**src/rtl/down_counter_pkg.sv**
```systemverilog
// down_counter_pkg: FSM state encoding and digit clamp shared by the down-counter files
package down_counter_pkg;
  typedef enum logic [1:0] {IDLE = 2'd0, RUN = 2'd1, EXPIRED = 2'd2} state_t;
  function automatic int clamp_digit(input int d, input int modulus);
    return d >= modulus ? modulus - 1 : d;
  endfunction
endpackage

```
**src/rtl/down_counter_digit.sv**
```systemverilog
// down_digit: one wrapping down-count digit with parallel load and zero flag
module down_digit #(
  parameter int WIDTH   = 4,
  parameter int MODULUS = 16
) (
  input  logic             clk,
  input  logic             clr,
  input  logic             dec,
  input  logic             ld,
  input  logic [WIDTH-1:0] d_i,
  output logic [WIDTH-1:0] q,
  output logic             zero
);
  localparam logic [WIDTH-1:0] TOP = WIDTH'(MODULUS - 1);
  assign zero = q == '0;
  always_ff @(posedge clk or posedge clr)
    if (clr) q <= '0;
    else if (ld) q <= d_i;
    else if (dec) q <= zero ? TOP : q - 1'b1;
endmodule

```
**src/rtl/down_counter.sv**
```systemverilog
// down_counter: cascadable loadable down-counter/timer with borrow out, done pulse and auto-reload
module down_counter
  import down_counter_pkg::*;
#(
  parameter int WIDTH   = 4,
  parameter int MODULUS = 16,
  parameter int DIGITS  = 2
) (
  input  logic                    clk,
  input  logic                    clr,
  input  logic                    ce,
  input  logic                    load,
  input  logic [DIGITS*WIDTH-1:0] data_i,
  input  logic                    reload,
  output logic [DIGITS*WIDTH-1:0] data_o,
  output logic                    bout,
  output logic                    done
);
  state_t state, state_nxt;
  logic [DIGITS*WIDTH-1:0] ld_vec, rl_q, d_vec;
  logic [DIGITS:0] low_zero;
  logic [DIGITS-1:0] zero;
  logic all_zero, term, count_en, reload_now, done_nxt, dig_ld;
  assign low_zero[0] = 1'b1;
  assign all_zero = low_zero[DIGITS];
  assign term = ce & all_zero;
  assign dig_ld = load | reload_now;
  assign d_vec = load ? ld_vec : rl_q;
  for (genvar k = 0; k < DIGITS; k++) begin : g_digit
    assign ld_vec[k*WIDTH +: WIDTH] = WIDTH'(clamp_digit(int'(data_i[k*WIDTH +: WIDTH]), MODULUS));
    assign low_zero[k+1] = low_zero[k] & zero[k];
    down_digit #(.WIDTH(WIDTH), .MODULUS(MODULUS)) u_digit (
      .clk  (clk),
      .clr  (clr),
      .dec  (count_en & low_zero[k]),
      .ld   (dig_ld),
      .d_i  (d_vec[k*WIDTH +: WIDTH]),
      .q    (data_o[k*WIDTH +: WIDTH]),
      .zero (zero[k])
    );
  end
  // terminal count in RUN either reloads or parks at zero; IDLE simply wraps
  always_comb begin
    state_nxt  = load ? RUN : (state == RUN && term && !reload) ? EXPIRED : state;
    count_en   = ce & ((state == IDLE) | ((state == RUN) & ~all_zero));
    reload_now = ~load & (state == RUN) & term & reload;
    done_nxt   = ~load & (state == RUN) & term;
    bout       = ~clr & term & (state != EXPIRED);
  end
  always_ff @(posedge clk or posedge clr)
    if (clr) begin
      state <= IDLE;
      rl_q  <= '0;
      done  <= 1'b0;
    end else begin
      state <= state_nxt;
      done  <= done_nxt;
      if (load) rl_q <= ld_vec;
    end
endmodule

```
**config.mk**
```make
export PLATFORM = sky130hd
export DESIGN_NAME = down_counter
export DESIGN_NICKNAME = d
export VERILOG_FILES = /design/src/rtl/down_counter_pkg.sv /design/src/rtl/down_counter_digit.sv /design/src/rtl/down_counter.sv
export SDC_FILE = /design/constraint.sdc
export NUM_CORES = 1
export LEC_CHECK = 0
export CAP_MARGIN = 10
export CORE_MARGIN = 4
export CORE_UTILIZATION = 45
export DETAILED_ROUTE_END_ITERATION = 7
export HOLD_SLACK_MARGIN = 0.15
export PLACE_DENSITY = 0.73
export SYNTH_ARGS = -nofsm -noshare
export SYNTH_HDL_FRONTEND = slang
export SYNTH_SLANG_ARGS = --single-unit
export TNS_END_PERCENT = 100
```
**constraint.sdc**
```tcl
create_clock -name clk -period 4.85 [get_ports clk]
set_clock_uncertainty 0.15 [all_clocks]
set_input_delay 1.2125 -clock clk [delete_from_list [all_inputs] [get_ports clk]]
set_output_delay 1.2125 -clock clk [all_outputs]
set_load 0.1 [all_outputs]
```
==> summary.txt <==
Outcome
  – Outcome: completed

Logic synthesis
  – Synth area leader: dfrtp_1
  – Post-synth top area share: 46.1%
  – Top post-synthesis cells by area: dfrtp_1, mux2_2, inv_1
  – Syn avg cell area: 10.8 um^2
  – Yosys warns: 0
  – Mapped cell area: 1030 um^2
  – Netlist cell types: 38
  – Yosys reg bits: 19
  – FFs w/ async S/R, synth: 100%
  – Syn Inst Count: 96
  – Post-synth EDFFs: 0
  – Ys flop type: dfrtp_1
  – Sequential fraction of the synthesis area: 46.1%
  – Synth Net Count: 111

Global routing
  – Initial antenna violation count: 0
  – First-pass GRT wire length: 4040 um
  – Largest net degree at the start of global routing: 20
  – Vias in the first global route: 886
  – Total GRT Usage: 16.3%
  – Aggregate global routing overflow: 0

Setup path
  – Critical Path End: bout
  – Slowest stage delay, CP: 0.49 ns
  – Critical path type: input pin to primary output
  – FF-to-FF End: g_digit[0].u_digit.q[0]
  – WP data required: 3.49 ns
  – CP startpoint kind: input pin
  – CP Data Arrival Time: 2.37 ns
  – Reg2Reg Launch Point: g_digit[0].u_digit.q[0]
  – Crit-path slowest cell: clkdlybuf4s50_1
  – CP Depth: 4
  – Worst r2r path cells: 5
  – CP Buf/Inv Count: 2
  – Worst reg-to-reg setup slack: 2.67 ns
  – CP top delay family: buffers and inverters
  – Crit-path cells: clkdlybuf4s50_1, nand2_1, a2111oi_4, buf_4
  – Max FO, Critical Path: 3
  – Critical path endpoint category: primary output
  – Crit path launch: ce

Floorplan
  – Die ar.: 3120 um^2
  – Core area: 2190 um^2
  – Die Y-Extent: 55.9 um
  – Starting Density: 47.1%
  – Std-Cell Rows: 17
  – Top-Level Pins: 23
  – Die X: 55.9 um

Power
  – Tot Pwr: 0.449 mW
  – Max IR drop VDD: 0.189 mV
  – Pwr dens: 340 nW/um^2
  – Static leakage: 0.545 nW

Clock tree
  – Num CTS Buffers: 3
  – Maximum clock insertion buffer count: 2
  – Worst-path clk slew: 0.10 ns
  – CTS tree: done
  – Post_cts resized: 0
  – Postcts setup bufs: 0
  – Clk root buf: clkbuf_4
  – Hold Buf Count CTS: 0
  – Clk_lat worst skew: 0.29 ns
  – Clock sink count: 19
  – CTS HTree Levels: 1

STA
  – Max frequency: 268 MHz
  – Worst Tran Pin Value: 0.972 ns
  – Final Critical Period: 3.73 ns
  – Final Hold Viols: 0
  – Final period utilization: 77.0%
  – RSZ-0062 raised after global routing: false
  – Worst rel slew slack: 35.0%
  – Post-Route Setup TNS: 0 ns
  – Final setup viols: 0
  – Final-report max-slew violation count: 0

Finish
  – Diodes inserted: 0
  – Area delta synth->final: 28.0%
  – Fraction of layout cells with a size suffix above 1: 17.5%
  – Fillers: 188
  – # nets final: 136

Routing
  – # DRC: 0
  – Vias per Instance: 5.54
  – Starting DRC count in detailed routing: 10
  – Routed WL per cell: 15.2 um
  – Drt total wl: 2250 um
  – Via count: 820
  – DRT Pass-1 Iters: 4
  – Remaining antenna violation count: 0

Placed design
  – Routability Congestion: 0.888
  – PortBufs: 22
  – Placed wire-length estimate: 1700 um

Hold path
  – Min-delay src: rl_q[4]
  – Hold/Removal Path Class: flop to flop

Flow run
  – Maxcap violations: 0
==> state kept, by name, summed over array words and instances (netlist names) <==
signal             flops
done                   1
g_digit.u_digit.q      8
rl_q                   8
state                  2
==> synth_stat cells, types with 2 or more instances <==
library cell	number
a21oi_1	4
ha_1	2
a31oi_1	2
mux2_2	9
o211ai_1	2
nor3_1	4
o21a_1	2
dfrtp_1	19
inv_1	9
nor2_1	8
mux2i_1	3
or3_1	2
nand2_1	5
==> where the power goes <==
group	total, mW	switching, mW	leakage [nW]	internal, mW
Combinational	0.177	0.120	0.308	0.0573
Sequential	0.193	0.0176	0.223	0.175
Clock	0.0795	0.0475	0.0150	0.0320
==> through the flow <==
stage / instances / instance area (um^2) / setup WS [ns] / hold slack [ns] / util, %
3_3_place_gp: 144 / 1290 / 1.15 / 0.317 / 59.1
6_report: 148 / 1320 / 1.12 / 0.351 / 60.3
4_1_cts: 148 / 1320 / 1.11 / 0.348 / 60.3
2_1_floorplan: 96 / 1050 / 0.658 / 0.297 / -
5_1_grt: 148 / 1320 / 1.06 / 0.385 / 60.3
3_5_place_dp: 144 / 1290 / 1.11 / 0.323 / 59.1
==> worst min path at each step <==
stage                   end  slack (ns)  depth (start not counted)
CTS                 rl_q[4]        0.35                          2
detailed placement  rl_q[4]        0.32                          2
finish              rl_q[4]        0.35                          2
global route        rl_q[1]        0.38                          1
global placement    rl_q[4]        0.32                          2
floorplan           rl_q[4]        0.30                          2
==> logic make-up (layout without fill, tap and decap cells) <==
family                   after synthesis  after routing  share of synthesized area (%)
AO/OA/AOI/OAI                         20             20                           15.2
adder cells (fa/ha/maj)                2              2                           2.42
buffers and inverters                 11             35                           4.12
flip-flops                            19             19                           46.1
multiplexers                          12             12                           12.7
AND/OR/NAND/NOR                       32             32                           19.5
==> layer usage <==
metal | vias up | track usage [%] | wire length (um)
li1 | 398 | - | -
met1 | 404 | 20.3 | 983
met2 | 16 | 27.9 | 1160
met3 | 2 | 2.55 | 89
met4 | 0 | 6.78 | 18
met5 | - | 0 | 0
==> worst reg2reg max path: cells and delay by family, from the launching register on <==
| family | cells | cell delay [ns] |
|---|---|---|
| adders and majority gates | 1 | 0.21 |
| AOI/OAI and AO/OA | 1 | 0.38 |
| and+or+nand+nor | 1 | 0.43 |
| muxes | 1 | 0.38 |
| DFF | 1 | 0.43 |
| buffers and inverters | 1 | 0.09 |
==> cells in the final DEF (no fill, tap or decap), drive strengths merged, types with 2 or more instances in the layout <==
cell	count
ha	2
clkdlybuf4s50	21
o211ai	2
nor2	8
mux2	9
clkbuf	4
o21a	2
nor3	4
nand2	6
a31oi	2
mux2i	3
inv	9
or3	3
dfrtp	19
a21oi	4
==> area by class of cell <==
cell class / instances / area (um^2) / area share (%)
multi-input cells: 66 / 533 / 40.3
flip-flops and latches: 19 / 475 / 36.0
repair buffers: 22 / 218 / 16.5
well taps: 28 / 35.0 / 2.65
inverters: 9 / 33.8 / 2.56
clock buffers: 4 / 26.3 / 1.99
Note: power is estimated with default switching activity, not from simulation.
